File: config.mk
export PLATFORM = sky130hd
export DESIGN_NAME = jtdd_vtimer_flat
export DESIGN_NICKNAME = d
export VERILOG_FILES = /design/src/rtl/jtdd_vtimer_pkg.sv /design/src/rtl/jtdd_vtimer_if.sv /design/src/rtl/jtdd_vtimer_cnt.sv /design/src/rtl/jtdd_vtimer.sv /design/src/flat_wrapper.sv
export SDC_FILE = /design/constraint.sdc
export NUM_CORES = 1
export LEC_CHECK = 0
export CAP_MARGIN = 0
export CELL_PAD_IN_SITES_DETAIL_PLACEMENT = 2
export CELL_PAD_IN_SITES_GLOBAL_PLACEMENT = 2
export CORE_UTILIZATION = 25
export DETAILED_ROUTE_END_ITERATION = 7
export HOLD_SLACK_MARGIN = 0.06
export PLACE_DENSITY = 0.75
export SKIP_LAST_GASP = 1
export SLEW_MARGIN = 20
export SYNTH_ARGS = -nofsm -noshare
export SYNTH_HDL_FRONTEND = slang
export SYNTH_SLANG_ARGS = --single-unit
File: constraint.sdc
create_clock -name clk -period 2.3 [get_ports clk]
set_input_delay 0.575 -clock clk [delete_from_list [all_inputs] [get_ports clk]]
set_output_delay 0.575 -clock clk [all_outputs]
set_load 0.1 [all_outputs]
File: src/rtl/jtdd_vtimer_pkg.sv
// Shared timing constants and types for the JTDD video timer.
// Defaults describe the 384x272 raster used by the rest of the video chain.
package jtdd_vtimer_pkg;

   localparam int CW = 9;

   localparam int HTOTAL_DEF   = 384;
   localparam int HB_START_DEF = 256;
   localparam int HS_START_DEF = 304;
   localparam int HS_END_DEF   = 336;
   localparam int VTOTAL_DEF   = 272;
   localparam int VB_START_DEF = 240;
   localparam int VS_START_DEF = 248;
   localparam int VS_END_DEF   = 252;
   localparam logic [3:0] FIRQ_MASK_DEF = 4'hF;

   typedef logic [CW-1:0] cnt_t;

   typedef struct packed {
      logic hbl;
      logic vbl;
      logic hs;
      logic vs;
      logic hinit;
      logic vinit;
      logic nmi_stb;
      logic firq_stb;
   } vflags_t;

   localparam vflags_t FLAGS_RST = '{hbl: 1'b0, vbl: 1'b0, hs: 1'b0, vs: 1'b0,
                                     hinit: 1'b1, vinit: 1'b1,
                                     nmi_stb: 1'b0, firq_stb: 1'b0};

   function automatic logic in_range(cnt_t x, cnt_t lo, cnt_t hi);
      return (x >= lo) && (x < hi);
   endfunction

endpackage

File: src/rtl/jtdd_vtimer_if.sv
// Video timing bundle shared between the timer and its consumers.
interface jtdd_vtimer_if;
   import jtdd_vtimer_pkg::*;

   // pxl_cen qualifies every counter step; there is no back-pressure. H/V and
   // all decodes change only on clk edges where pxl_cen is high, while the
   // strobes are single-clk pulses that never wait for a consumer.
   logic pxl_cen;
   cnt_t H;
   cnt_t V;
   logic HBL;
   logic VBL;
   logic HS;
   logic VS;
   logic Hinit;
   logic Vinit;
   logic nmi_stb;
   logic firq_stb;

   modport master (
      input  pxl_cen,
      output H, V, HBL, VBL, HS, VS, Hinit, Vinit, nmi_stb, firq_stb
   );

   modport slave (
      output pxl_cen,
      input  H, V, HBL, VBL, HS, VS, Hinit, Vinit, nmi_stb, firq_stb
   );

endinterface

File: src/rtl/jtdd_vtimer_cnt.sv
// Wrap counter 0..TOTAL-1 with enable; carry marks the step that wraps to 0.
// cnt_nxt exposes the value the register takes on this edge.
module jtdd_vtimer_cnt
   import jtdd_vtimer_pkg::*;
#(
   parameter int TOTAL = 384
) (
   input  logic clk,
   input  logic rst,
   input  logic en,
   output cnt_t cnt,
   output cnt_t cnt_nxt,
   output logic carry
);

   localparam cnt_t LAST = cnt_t'(TOTAL - 1);

   always_comb begin
      carry   = en && (cnt == LAST);
      cnt_nxt = cnt;
      if (en) cnt_nxt = carry ? '0 : cnt + 1'b1;
   end

   always_ff @(posedge clk) begin
      if (rst) cnt <= '0;
      else     cnt <= cnt_nxt;
   end

endmodule

File: src/rtl/jtdd_vtimer.sv
// JTDD video timing generator: H/V counters plus registered blanking, sync,
// init markers and CPU interrupt strobes, all decoded from the next counts.
module jtdd_vtimer
   import jtdd_vtimer_pkg::*;
#(
   parameter int HTOTAL   = HTOTAL_DEF,
   parameter int HB_START = HB_START_DEF,
   parameter int HS_START = HS_START_DEF,
   parameter int HS_END   = HS_END_DEF,
   parameter int VTOTAL   = VTOTAL_DEF,
   parameter int VB_START = VB_START_DEF,
   parameter int VS_START = VS_START_DEF,
   parameter int VS_END   = VS_END_DEF,
   parameter logic [3:0] FIRQ_MASK = FIRQ_MASK_DEF
) (
   input  logic clk,
   input  logic rst,
   jtdd_vtimer_if.master vt
);

   localparam cnt_t HB  = cnt_t'(HB_START);
   localparam cnt_t HSS = cnt_t'(HS_START);
   localparam cnt_t HSE = cnt_t'(HS_END);
   localparam cnt_t VB  = cnt_t'(VB_START);
   localparam cnt_t VSS = cnt_t'(VS_START);
   localparam cnt_t VSE = cnt_t'(VS_END);

   cnt_t    h, h_nxt, v, v_nxt;
   logic    h_carry, v_carry;
   vflags_t flags;

   jtdd_vtimer_cnt #(.TOTAL(HTOTAL)) u_hcnt (
      .clk     (clk),
      .rst     (rst),
      .en      (vt.pxl_cen),
      .cnt     (h),
      .cnt_nxt (h_nxt),
      .carry   (h_carry)
   );

   jtdd_vtimer_cnt #(.TOTAL(VTOTAL)) u_vcnt (
      .clk     (clk),
      .rst     (rst),
      .en      (h_carry),
      .cnt     (v),
      .cnt_nxt (v_nxt),
      .carry   (v_carry)
   );

   // h_carry already implies pxl_cen, so strobes only rise on a pixel step and
   // fall on the very next clk whatever pxl_cen does.
   always_ff @(posedge clk) begin
      if (rst) begin
         flags <= FLAGS_RST;
      end else begin
         flags.nmi_stb  <= h_carry && (v_nxt == VB);
         flags.firq_stb <= h_carry && (v_nxt[3:0] == FIRQ_MASK) && (v_nxt < VB);
         if (vt.pxl_cen) begin
            flags.hbl   <= h_nxt >= HB;
            flags.vbl   <= v_nxt >= VB;
            flags.hs    <= in_range(h_nxt, HSS, HSE);
            flags.vs    <= in_range(v_nxt, VSS, VSE);
            flags.hinit <= h_carry;
            flags.vinit <= v_carry;
         end
      end
   end

   assign vt.H        = h;
   assign vt.V        = v;
   assign vt.HBL      = flags.hbl;
   assign vt.VBL      = flags.vbl;
   assign vt.HS       = flags.hs;
   assign vt.VS       = flags.vs;
   assign vt.Hinit    = flags.hinit;
   assign vt.Vinit    = flags.vinit;
   assign vt.nmi_stb  = flags.nmi_stb;
   assign vt.firq_stb = flags.firq_stb;

endmodule
File: src/flat_wrapper.sv
// flat-port wrapper written by rule: the top's interface ports become plain ports
module jtdd_vtimer_flat import jtdd_vtimer_pkg::*;
#(
   parameter int HTOTAL   = HTOTAL_DEF,
   parameter int HB_START = HB_START_DEF,
   parameter int HS_START = HS_START_DEF,
   parameter int HS_END   = HS_END_DEF,
   parameter int VTOTAL   = VTOTAL_DEF,
   parameter int VB_START = VB_START_DEF,
   parameter int VS_START = VS_START_DEF,
   parameter int VS_END   = VS_END_DEF,
   parameter logic [3:0] FIRQ_MASK = FIRQ_MASK_DEF
)
  (clk, rst, vt_pxl_cen, vt_H, vt_V, vt_HBL, vt_VBL, vt_HS, vt_VS, vt_Hinit, vt_Vinit, vt_nmi_stb, vt_firq_stb);
  jtdd_vtimer_if vt_i ();
  input  logic clk;
  input  logic rst;
  input wire logic [$bits(vt_i.pxl_cen)-1:0] vt_pxl_cen;
  output wire logic [$bits(vt_i.H)-1:0] vt_H;
  output wire logic [$bits(vt_i.V)-1:0] vt_V;
  output wire logic [$bits(vt_i.HBL)-1:0] vt_HBL;
  output wire logic [$bits(vt_i.VBL)-1:0] vt_VBL;
  output wire logic [$bits(vt_i.HS)-1:0] vt_HS;
  output wire logic [$bits(vt_i.VS)-1:0] vt_VS;
  output wire logic [$bits(vt_i.Hinit)-1:0] vt_Hinit;
  output wire logic [$bits(vt_i.Vinit)-1:0] vt_Vinit;
  output wire logic [$bits(vt_i.nmi_stb)-1:0] vt_nmi_stb;
  output wire logic [$bits(vt_i.firq_stb)-1:0] vt_firq_stb;
  assign vt_i.pxl_cen = vt_pxl_cen;
  assign vt_H = vt_i.H;
  assign vt_V = vt_i.V;
  assign vt_HBL = vt_i.HBL;
  assign vt_VBL = vt_i.VBL;
  assign vt_HS = vt_i.HS;
  assign vt_VS = vt_i.VS;
  assign vt_Hinit = vt_i.Hinit;
  assign vt_Vinit = vt_i.Vinit;
  assign vt_nmi_stb = vt_i.nmi_stb;
  assign vt_firq_stb = vt_i.firq_stb;
  jtdd_vtimer #(.HTOTAL(HTOTAL), .HB_START(HB_START), .HS_START(HS_START), .HS_END(HS_END), .VTOTAL(VTOTAL), .VB_START(VB_START), .VS_START(VS_START), .VS_END(VS_END), .FIRQ_MASK(FIRQ_MASK)) u_core (.clk(clk), .rst(rst), .vt(vt_i));
endmodule
* Yosys cells after proc, flatten, opt, wreduce, memory -nomap -nowiden *
Cells that the tools add are included.

cells by class
  $lt $le $gt $ge = 7
  equal/unequal tests = 4
  reduce and logical (&&, ||, !) cells = 7
  muxes and demuxes = 4
  add/subtract/negate cells = 2

operators with widths
  kind                                                  number
  2-to-1 mux 9 bit                                      4
  adder 9 x 1 -> 9 bit (second input constant)          2
  == test 9 bit (second input constant)                 2
  >= comparator 9 x 8 -> 1 bit (second input constant)  2
  >= comparator 9 bit (second input constant)           2
  < comparator 9 x 8 -> 1 bit (second input constant)   2
  == test 9 x 8 -> 1 bit (second input constant)        1
  < comparator 9 bit (second input constant)            1
  logical AND 1 bit                                     7
  == test 4 bit (second input constant)                 1

storage, ports and cells
  flip-flop bits (word level) = 26
  output and inout port bits = 26
  logic and storage cells = 34
  input port bits = 3

* Longest topological paths before layout *
Gate-level depths: netlist of the first run.

  depth in word-level cells = 8
  mapped depth = 9
  mapped depth without buffers = 7

* Modules after synthesis *
From an unflattened synthesis of the first run, not the netlist that was laid out.

unflattened totals
  cell total of the unflattened synthesis = 150
  area, all modules = 1352.5 um^2

modules (own cells, without submodules)
  module                            times used  area each (um^2)  seq. area each (um^2)  cells each
  jtdd_vtimer_cnt at u_core.u_hcnt  1           519.2             180.2                  58
  jtdd_vtimer_cnt at u_core.u_vcnt  1           500.5             180.2                  58
  jtdd_vtimer                       1           332.8             160.2                  34

* Least setup slack after synthesis of the first run *
OpenSTA, ideal clock, no wires.

  kind = register to register
  from = register u_core.u_hcnt.cnt[0]
  to = register u_core.flags, in the netlist u_core.vt.VS
  setup slack = -0.422 ns
  clock period less this slack = 2.722 ns
  arrival time = 2.659 ns
  stages on the path, launching flop included = 9
  data required time = 2.236 ns
  buffers on the path = 1
  setup time = 0.064 ns
  cell sequence = dfxtp_1 > ha_1 > and3_1 > buf_2 > nand4_2 > nor4b_1 > a31oi_4 > nor3b_2 > a32o_2

on the way
  cells in the longest elaborated chain, start to end = 7
  elaborated cells between the ends (all ways) = 8
  those cells by class = order compare: 2; eq/ne: 1; mux: 2; reduce/logical: 3

ends and longest elaborated chain
  what                                                                         line                   RTL
  from (decl)                                                                  jtdd_vtimer_cnt.sv:11  output cnt_t cnt,
  from (signal assigned)                                                       jtdd_vtimer_cnt.sv:26  else cnt <= cnt_nxt;
  == test 9 bit (*)                                                            jtdd_vtimer_cnt.sv:19  carry = en && (cnt == LAST);
  logical AND 1 bit (*)                                                        jtdd_vtimer_cnt.sv:19
  logical AND 1 bit                                                            jtdd_vtimer_cnt.sv:19
  2-to-1 mux 9 bit                                                             jtdd_vtimer_cnt.sv:21  if (en) cnt_nxt = carry ? '0 : cnt + 1'b1;
  2-to-1 mux 9 bit (*)                                                         jtdd_vtimer_cnt.sv:21
  >= comparator 9 x 8 -> 1 bit or < comparator 9 x 8 -> 1 bit (tied branches)  jtdd_vtimer_pkg.sv:35  return (x >= lo) && (x < hi);
  logical AND 1 bit (*)                                                        jtdd_vtimer_pkg.sv:35
  to (decl)                                                                    jtdd_vtimer.sv:30      vflags_t flags;

Every way passes the cells marked *; elsewhere a longest branch is shown, timed or not.
A chain may end at the register's enable or synchronous reset.

* Worst setup path in the final report of the first run *
Ends and elaborated chain as after synthesis.

==> results.tsv, run 1 <==
stage	metric	value	unit
drt	wirelength, routed	4600	um
yosys	Synth Area in XOR/XNOR	6.38	%
clock_network	CTS tree	built	
drt	DR vias/cell	4.92	
yosys	Synth Register Bits	26	
worst_hold_path	Hold Path Class	reg -> reg	
floorplan	Initial Util	26.4	%
cells_and_area	Reg area	547	um^2
yosys	Synth top cells by count	dfxtp_1, nor2_1, nand2_1	
yosys	main combinational cell family by area after synthesis	simple AND/OR/NAND/NOR gates	
grt	Congestion Overflow GR	0	
cells_and_area	fraction of layout cells with a size suffix above 1	40.9	%
floorplan	I/O pin cnt	29	
yosys	Post-synth EDFFs	0	
grt	initial antenna violation count	0	
yosys	post-synth top area cell	dfxtp_1	
grt	vias in the first global route	1437	
worst_setup_path	Setup crit start kind	register	
yosys	async set-reset flop share out of synthesis	0	%
worst_hold_path	Hold Path Depth	2	
yosys	Yosys top cell area share	37.9	%
sta	final max-slew violation count	0	
worst_setup_path	Setup CP Type	reg -> reg	
sta	Final WS setup	0.271	ns
worst_setup_path	Reg2Reg Depth	8	
sta	min cycle time layout	2.03	ns
worst_setup_path	type of destination of the critical path	register	
power_and_ir_drop	share of power burned in registers	55.0	%
place	GPL Wtd Cong	0.819	
sta	slew margin rel.	72.8	%
cells_and_area	ANT cells	0	
worst_setup_path	critical path fanouts, max	6	
clock_network	hold_buf cts	0	
clock_network	CTS clk-pin slew, worst paths	0.10	ns
sta	number of failing hold endpoints at the final stage	0	
power_and_ir_drop	VDD IR max	0.000193	V
drt	Residual DRC	0	
floorplan	die footprint	5790	um^2
cells_and_area	Final Non-Filler Cells	273	
yosys	compound-cell area share of the yosys netlist	16.4	%
yosys	Synth Warn #	0	
yosys	Synth Area in Adders	1.82	%
clock_network	H-tree depth	1	
yosys	post-synthesis sequential area ratio	37.9	%
power_and_ir_drop	Comb power frac	12.3	%
yosys	Synth Area in Simple Gates	30.4	%
sta	fin crit share	88.2	%
status	status	finished clean	
worst_hold_path	HP Start	u_core.vt.Vinit	
worst_setup_path	Setup crit start	u_core.u_hcnt.cnt[0]	
sta	Max Clock Freq	493	MHz
yosys	most common cell in the synthesized netlist	dfxtp_1	
place	dpl hpwl	3420	um
clock_network	CTS Sinks	26	
floorplan	FP Rows	26	
place	pre-CTS setup slack	-0.302	ns
worst_setup_path	CP cell instances	ha_1 > and3_4 > buf_4 > nand4_4 > nor3b_1 > a21oi_2 > nor3b_2 > a32o_2	
clock_network	Skew-Pair Late Insertion Delay	0.27	ns
grt	first-pass GRT wire length	7460	um
drt	WL per Instance	16.8	um
power_and_ir_drop	P_leak	0.788	nW
floorplan	Die Span X	76.1	um
worst_setup_path	Crit path largest cell delay	0.38	ns
yosys	Synth Net Count	163	
cells_and_area	footprint of the multi-input gates	830	um^2
power_and_ir_drop	P_sw	234	uW
worst_setup_path	WP data required	2.47	ns
place	Port Buffers	28	
yosys	Synth Flop Type	dfxtp_1	
clock_network	clock root buffer	clkbuf_8	
grt	GRT Util Overall	16.1	%
drt	ANT nets after route	0	
yosys	top cells by area, synth	dfxtp_1, nor2_1, xnor2_1	
sta	RSZ-0062 raised after global routing	no	
floorplan	DIE HEIGHT	76.1	um
sta	final setup fails	0	
drt	Pre-Repair DR Iteration Count	4	
yosys	synthesized area per cell	8.69	um^2
clock_network	cts bufs inserted	3	
yosys	count of cell types in the netlist	46	
place	Inst Count DP	268	
drt	initial drt markers	34	
yosys	post-synthesis mux area share	2.92	%
worst_setup_path	CP arrival	2.20	ns
cells_and_area	Filler Cells Inserted	606	
worst_setup_path	RR Endpoint	u_core.vt.VS	
run	max_cap viols	0	
cells_and_area	Final nets	209	
power_and_ir_drop	switching share of power	27.8	%
worst_setup_path	Worst path slowest cell	dfxtp_4	
cells_and_area	Top Registers	u_core.u_hcnt.cnt: 9 flops, u_core.u_vcnt.cnt: 9 flops	
sta	worst setup skew after layout	0.00957	ns
yosys	Netlist Area Pre-Place	1370	um^2
worst_setup_path	r2r setup slk	0.27	ns
power_and_ir_drop	Clock Power Share	32.7	%
power_and_ir_drop	Cell Int Power	607	uW
sta	Worst Tran Pin Value	0.401	ns
yosys	Post-Synthesis Cells	158	
clock_network	clk buf depth	2	
floorplan	Core Area	5200	um^2
cells_and_area	Area growth, synth to finish	39.2	%
worst_setup_path	startpoint of the worst register-to-register path	u_core.u_hcnt.cnt[0]	
worst_hold_path	WHS Endpoint	u_core.vt.Vinit	
power_and_ir_drop	Power Density	440	nW/um^2
grt	largest net degree at the start of global routing	15	
drt	vias	1344	
-- how the worst max path moves through the flow --
stage | endpoint | slack, ns | depth (start not counted)
final | u_core.vt.VS | 0.27 | 8
after CTS | u_core.vt.HS | 0.03 | 8
after global routing | u_core.vt.VS | 0.18 | 8
after floorplan | u_core.vt.VS | 0.05 | 6
after global placement | u_core.vt.VS | -0.24 | 7
after detailed placement | u_core.vt.VS | -0.30 | 8
-- power by group through the flow --
stage | combinational, mW | clock [mW] | sequential, mW
3_5_place_dp | 0.104 | 0 | 0.474
2_1_floorplan | 0.0205 | 0 | 0.525
3_3_place_gp | 0.102 | 0 | 0.473
4_1_cts | 0.104 | 0.287 | 0.463
6_report | 0.103 | 0.275 | 0.463
5_1_grt | 0.109 | 0.308 | 0.465
-- cell type report --
cell class	instances	share of cell area [%]
Inverter	5	0.982
Multi-Input combinational cell	118	43.4
Clock buffer	4	2.36
Timing Repair Buffer	50	20.0
Tap cell	70	4.58
Sequential cell	26	28.6
-- cells by family (layout without fill, tap and decap cells) --
kind of cell | Yosys count | in the layout
xor gates and xnor gates | 10 | 10
muxes | 4 | 4
and+or+nand+nor | 72 | 72
adders and majority gates | 2 | 2
AOI/OAI and AO/OA | 30 | 30
buffers and inverters | 14 | 59
DFF | 26 | 26
-- routing by layer --
metal  global-route usage (%)  wire length [um]  vias up
met1                     20.7              2150      666
met2                     28.7              2320       19
met3                     1.56                97        2
met5                        0                 0        -
met4                     4.04                36        0
li1                         -                 -      657
-- stage by stage --
stage	utilization [%]	hold WS, ns	cell area (um^2)	power, mW	setup TNS, ns
2_1_floorplan	-	0.621	1400	0.545	0
6_report	36.7	0.461	1910	0.841	0
3_3_place_gp	35.0	0.449	1820	0.576	-1.12
5_1_grt	36.7	0.501	1910	0.881	0
4_1_cts	36.3	0.472	1890	0.855	0
3_5_place_dp	35.0	0.456	1820	0.578	-1.75
-- repair_timing --
item                                    in CTS  in global routing
pin swaps                                    1                  1
hold endpoints to repair                     0                  0
endpoints found under the setup margin       2                  4
gates resized for setup                      3                  7
buffers inserted                             1                  0
-- cell usage in the layout, fill, tap and decap left out, types with 2 or more instances in the layout --
cell and instances:
clkbuf_8 3, nor3_1 5, and4_1 2, inv_1 5, and2_1 2, mux2i_1 3, a21oi_1 8, and3_1 4
nand4_1 3, nor2_1 18, dfxtp_4 2, nand3b_1 4, dfxtp_2 15, o21ai_1 2, nand2b_1 2, xor2_1 5
nand2_1 10, nand3_1 4, buf_4 48, ha_1 2, o21ai_0 4, a32o_1 2, dfxtp_1 9, nor2b_1 5
xnor2_1 5
-- critical path, delay by kind of cell, from the launching register on --
family	cells	cell delay, ns
fa+ha+maj	1	0.20
buf+inv	1	0.12
compound gates	2	0.35
simple gates	4	0.87
flops	1	0.38
Note: power is estimated with default switching activity, not from simulation.
==> run 2: changes to the inputs <==
--- a/config.mk
+++ b/config.mk
@@ -8,9 +8,10 @@
 export CAP_MARGIN = 0
 export CELL_PAD_IN_SITES_DETAIL_PLACEMENT = 2
 export CELL_PAD_IN_SITES_GLOBAL_PLACEMENT = 2
+export CORE_ASPECT_RATIO = 1.5
 export CORE_UTILIZATION = 25
 export DETAILED_ROUTE_END_ITERATION = 7
-export HOLD_SLACK_MARGIN = 0.06
+export HOLD_SLACK_MARGIN = 0.1
 export PLACE_DENSITY = 0.75
 export SKIP_LAST_GASP = 1
 export SLEW_MARGIN = 20
==> run 2 against run 1 <==
Against the previous run: die area is 0.11% higher; global-route usage is 0.12 points lower; sequential cell count stayed put; first-iteration DRC count is 26% higher; combinational power hardly changed; critical path depth stayed put; wire length is 2.5% lower; clock skew is 0.0015 ns lower; total power is 3.5% higher; worst setup slack worse by 0.17 ns; clock power is 11% higher.
==> results.tsv, run 2 (synthesized netlist as in run 1, its figures left out) <==
stage	metric	value	unit
place	GPL Wtd Cong	0.757	
grt	Top Usage Layer GRT	met2	
clock_network	clock root buffer	clkbuf_8	
floorplan	Die Span X	62.5	um
worst_setup_path	type of destination of the critical path	register	
power_and_ir_drop	P_leak	0.784	nW
floorplan	I/O pin cnt	29	
place	Port Buffers	28	
run	max_cap viols	0	
clock_network	CTS Sinks	26	
grt	global-route track usage on met3	1.97	%
sta	Final TNS setup	0	ns
clock_network	CTS clk-pin slew, worst paths	0.10	ns
floorplan	die footprint	5800	um^2
sta	Max Clock Freq	455	MHz
worst_setup_path	critical path fanouts, max	4	
grt	M1 GR Usage	16.8	%
grt	met2 Usage GRT	31.4	%
power_and_ir_drop	VDD IR max	0.000145	V
worst_setup_path	Setup crit start kind	input port	
floorplan	DIE HEIGHT	92.8	um
sta	number of failing hold endpoints at the final stage	0	
floorplan	Initial Util	26.4	%
clock_network	hold_buf cts	0	
cells_and_area	Filler Cells Inserted	602	
drt	Pre-Repair DR Iteration Count	4	
clock_network	clk buf depth	2	
clock_network	Skew-Pair Late Insertion Delay	0.27	ns
sta	worst setup skew after layout	0.00810	ns
grt	first-pass GRT wire length	7220	um
cells_and_area	fraction of layout cells with a size suffix above 1	38.9	%
drt	DR vias/cell	4.95	
floorplan	FP Rows	32	
sta	fin crit share	95.5	%
worst_setup_path	Setup crit start	vt_pxl_cen	
clock_network	cts bufs inserted	3	
cells_and_area	commonest non-fill, non-tap cell in the layout	buf_4	
sta	hold slack final	0.463	ns
cells_and_area	ANT cells	0	
status	status	finished clean	
drt	ANT nets after route	0	
worst_hold_path	Hold Path Depth	2	
floorplan	Core Area	5200	um^2
worst_hold_path	Hold Path Class	reg -> reg	
grt	largest net degree at the start of global routing	15	
worst_setup_path	WP data required	2.47	ns
drt	initial drt markers	43	
cells_and_area	Top Registers	u_core.u_hcnt.cnt: 9 flops, u_core.u_vcnt.cnt: 9 flops	
cells_and_area	Area growth, synth to finish	37.7	%
cells_and_area	Final Util	36.3	%
grt	Congestion Overflow GR	0	
worst_setup_path	Reg2Reg Depth	8	
sta	final max-slew violation count	0	
worst_hold_path	WHS Endpoint	u_core.vt.Vinit	
clock_network	H-tree depth	1	
worst_setup_path	RR Endpoint	u_core.vt.HS	
cells_and_area	Final nets	209	
place	dpl hpwl	3550	um
drt	Residual DRC	0	
grt	GRT Util Overall	16.0	%
cells_and_area	commonest cells after routing, fill and taps aside	buf_4, nor2_1, dfxtp_2, nand2_1, dfxtp_1	
sta	final setup fails	0	
worst_setup_path	Setup CP Type	in -> reg	
clock_network	CTS tree	built	
power_and_ir_drop	Power Density	461	nW/um^2
sta	slew margin rel.	74.7	%
worst_setup_path	r2r setup slk	0.19	ns
drt	WL per Instance	16.5	um
grt	vias in the first global route	1479	
sta	Worst Tran Pin Value	0.375	ns
drt	vias	1341	
worst_setup_path	startpoint of the worst register-to-register path	u_core.u_hcnt.cnt[0]	
grt	initial antenna violation count	0	
sta	min cycle time layout	2.20	ns
drt	wirelength, routed	4480	um
worst_hold_path	HP Start	u_core.vt.Vinit	
worst_setup_path	CP arrival	2.36	ns
[run 2: report_power, final]
group | switching, mW | internal (mW)
Combinational | 0.0771 | 0.0247
Sequential | 0.00610 | 0.457
Clock | 0.153 | 0.153
[run 2: area by class of cell]
cell class                      count  area, um^2  share of cell area, %
Multi-Input combinational cell    118         805                   42.6
Sequential cell                    26         547                   28.9
Timing Repair Buffer               50         380                   20.1
Tap cell                           68        85.1                   4.50
Clock buffer                        4        55.1                   2.91
Inverter                            5        18.8                  0.993
[run 2: metal layers]
metal  vias up  part of all wire [%]
li1        655                     -
met1       662                    39
met2        20                    57
met3         4                   2.3
met4         0                   1.9
met5         -                     0
[run 2: worst max path at each step]
stage                   endpoint  slack (ns)  depth (start not counted)
finish              u_core.vt.HS        0.10                          8
global route        u_core.vt.HS      -0.002                          8
CTS                 u_core.vt.VS        0.04                          8
detailed placement  u_core.vt.VS       -0.23                          8
global placement    u_core.vt.VS       -0.19                          8
floorplan           u_core.vt.VS        0.05                          6
[run 2: worst max-delay path: stages]
cell	delay, ns
clkdlybuf4s50_1	0.47
buf_4	0.12
nand4_1	0.19
a221oi_1	0.34
a31oi_1	0.07
o21ai_0	0.14
o311ai_0	0.16
a32o_1	0.29
[run 2: stage by stage]
| stage | setup slack [ns] | power (mW) | instances | area [um^2] |
|---|---|---|---|---|
| after global placement | -0.191 | 0.573 | 267 | 1830 |
| final | 0.103 | 0.871 | 271 | 1890 |
| after detailed placement | -0.225 | 0.576 | 267 | 1830 |
| after floorplan | 0.0476 | 0.545 | 158 | 1400 |
| after global routing | -0.00153 | 0.904 | 271 | 1890 |
| after CTS | 0.0447 | 0.881 | 271 | 1880 |
[run 2: what timing repair did]
item | 4_1_cts | 5_1_grt
setup buffers | 0 | 0
resized for setup | 0 | 2
setup endpoints to repair | 0 | 2
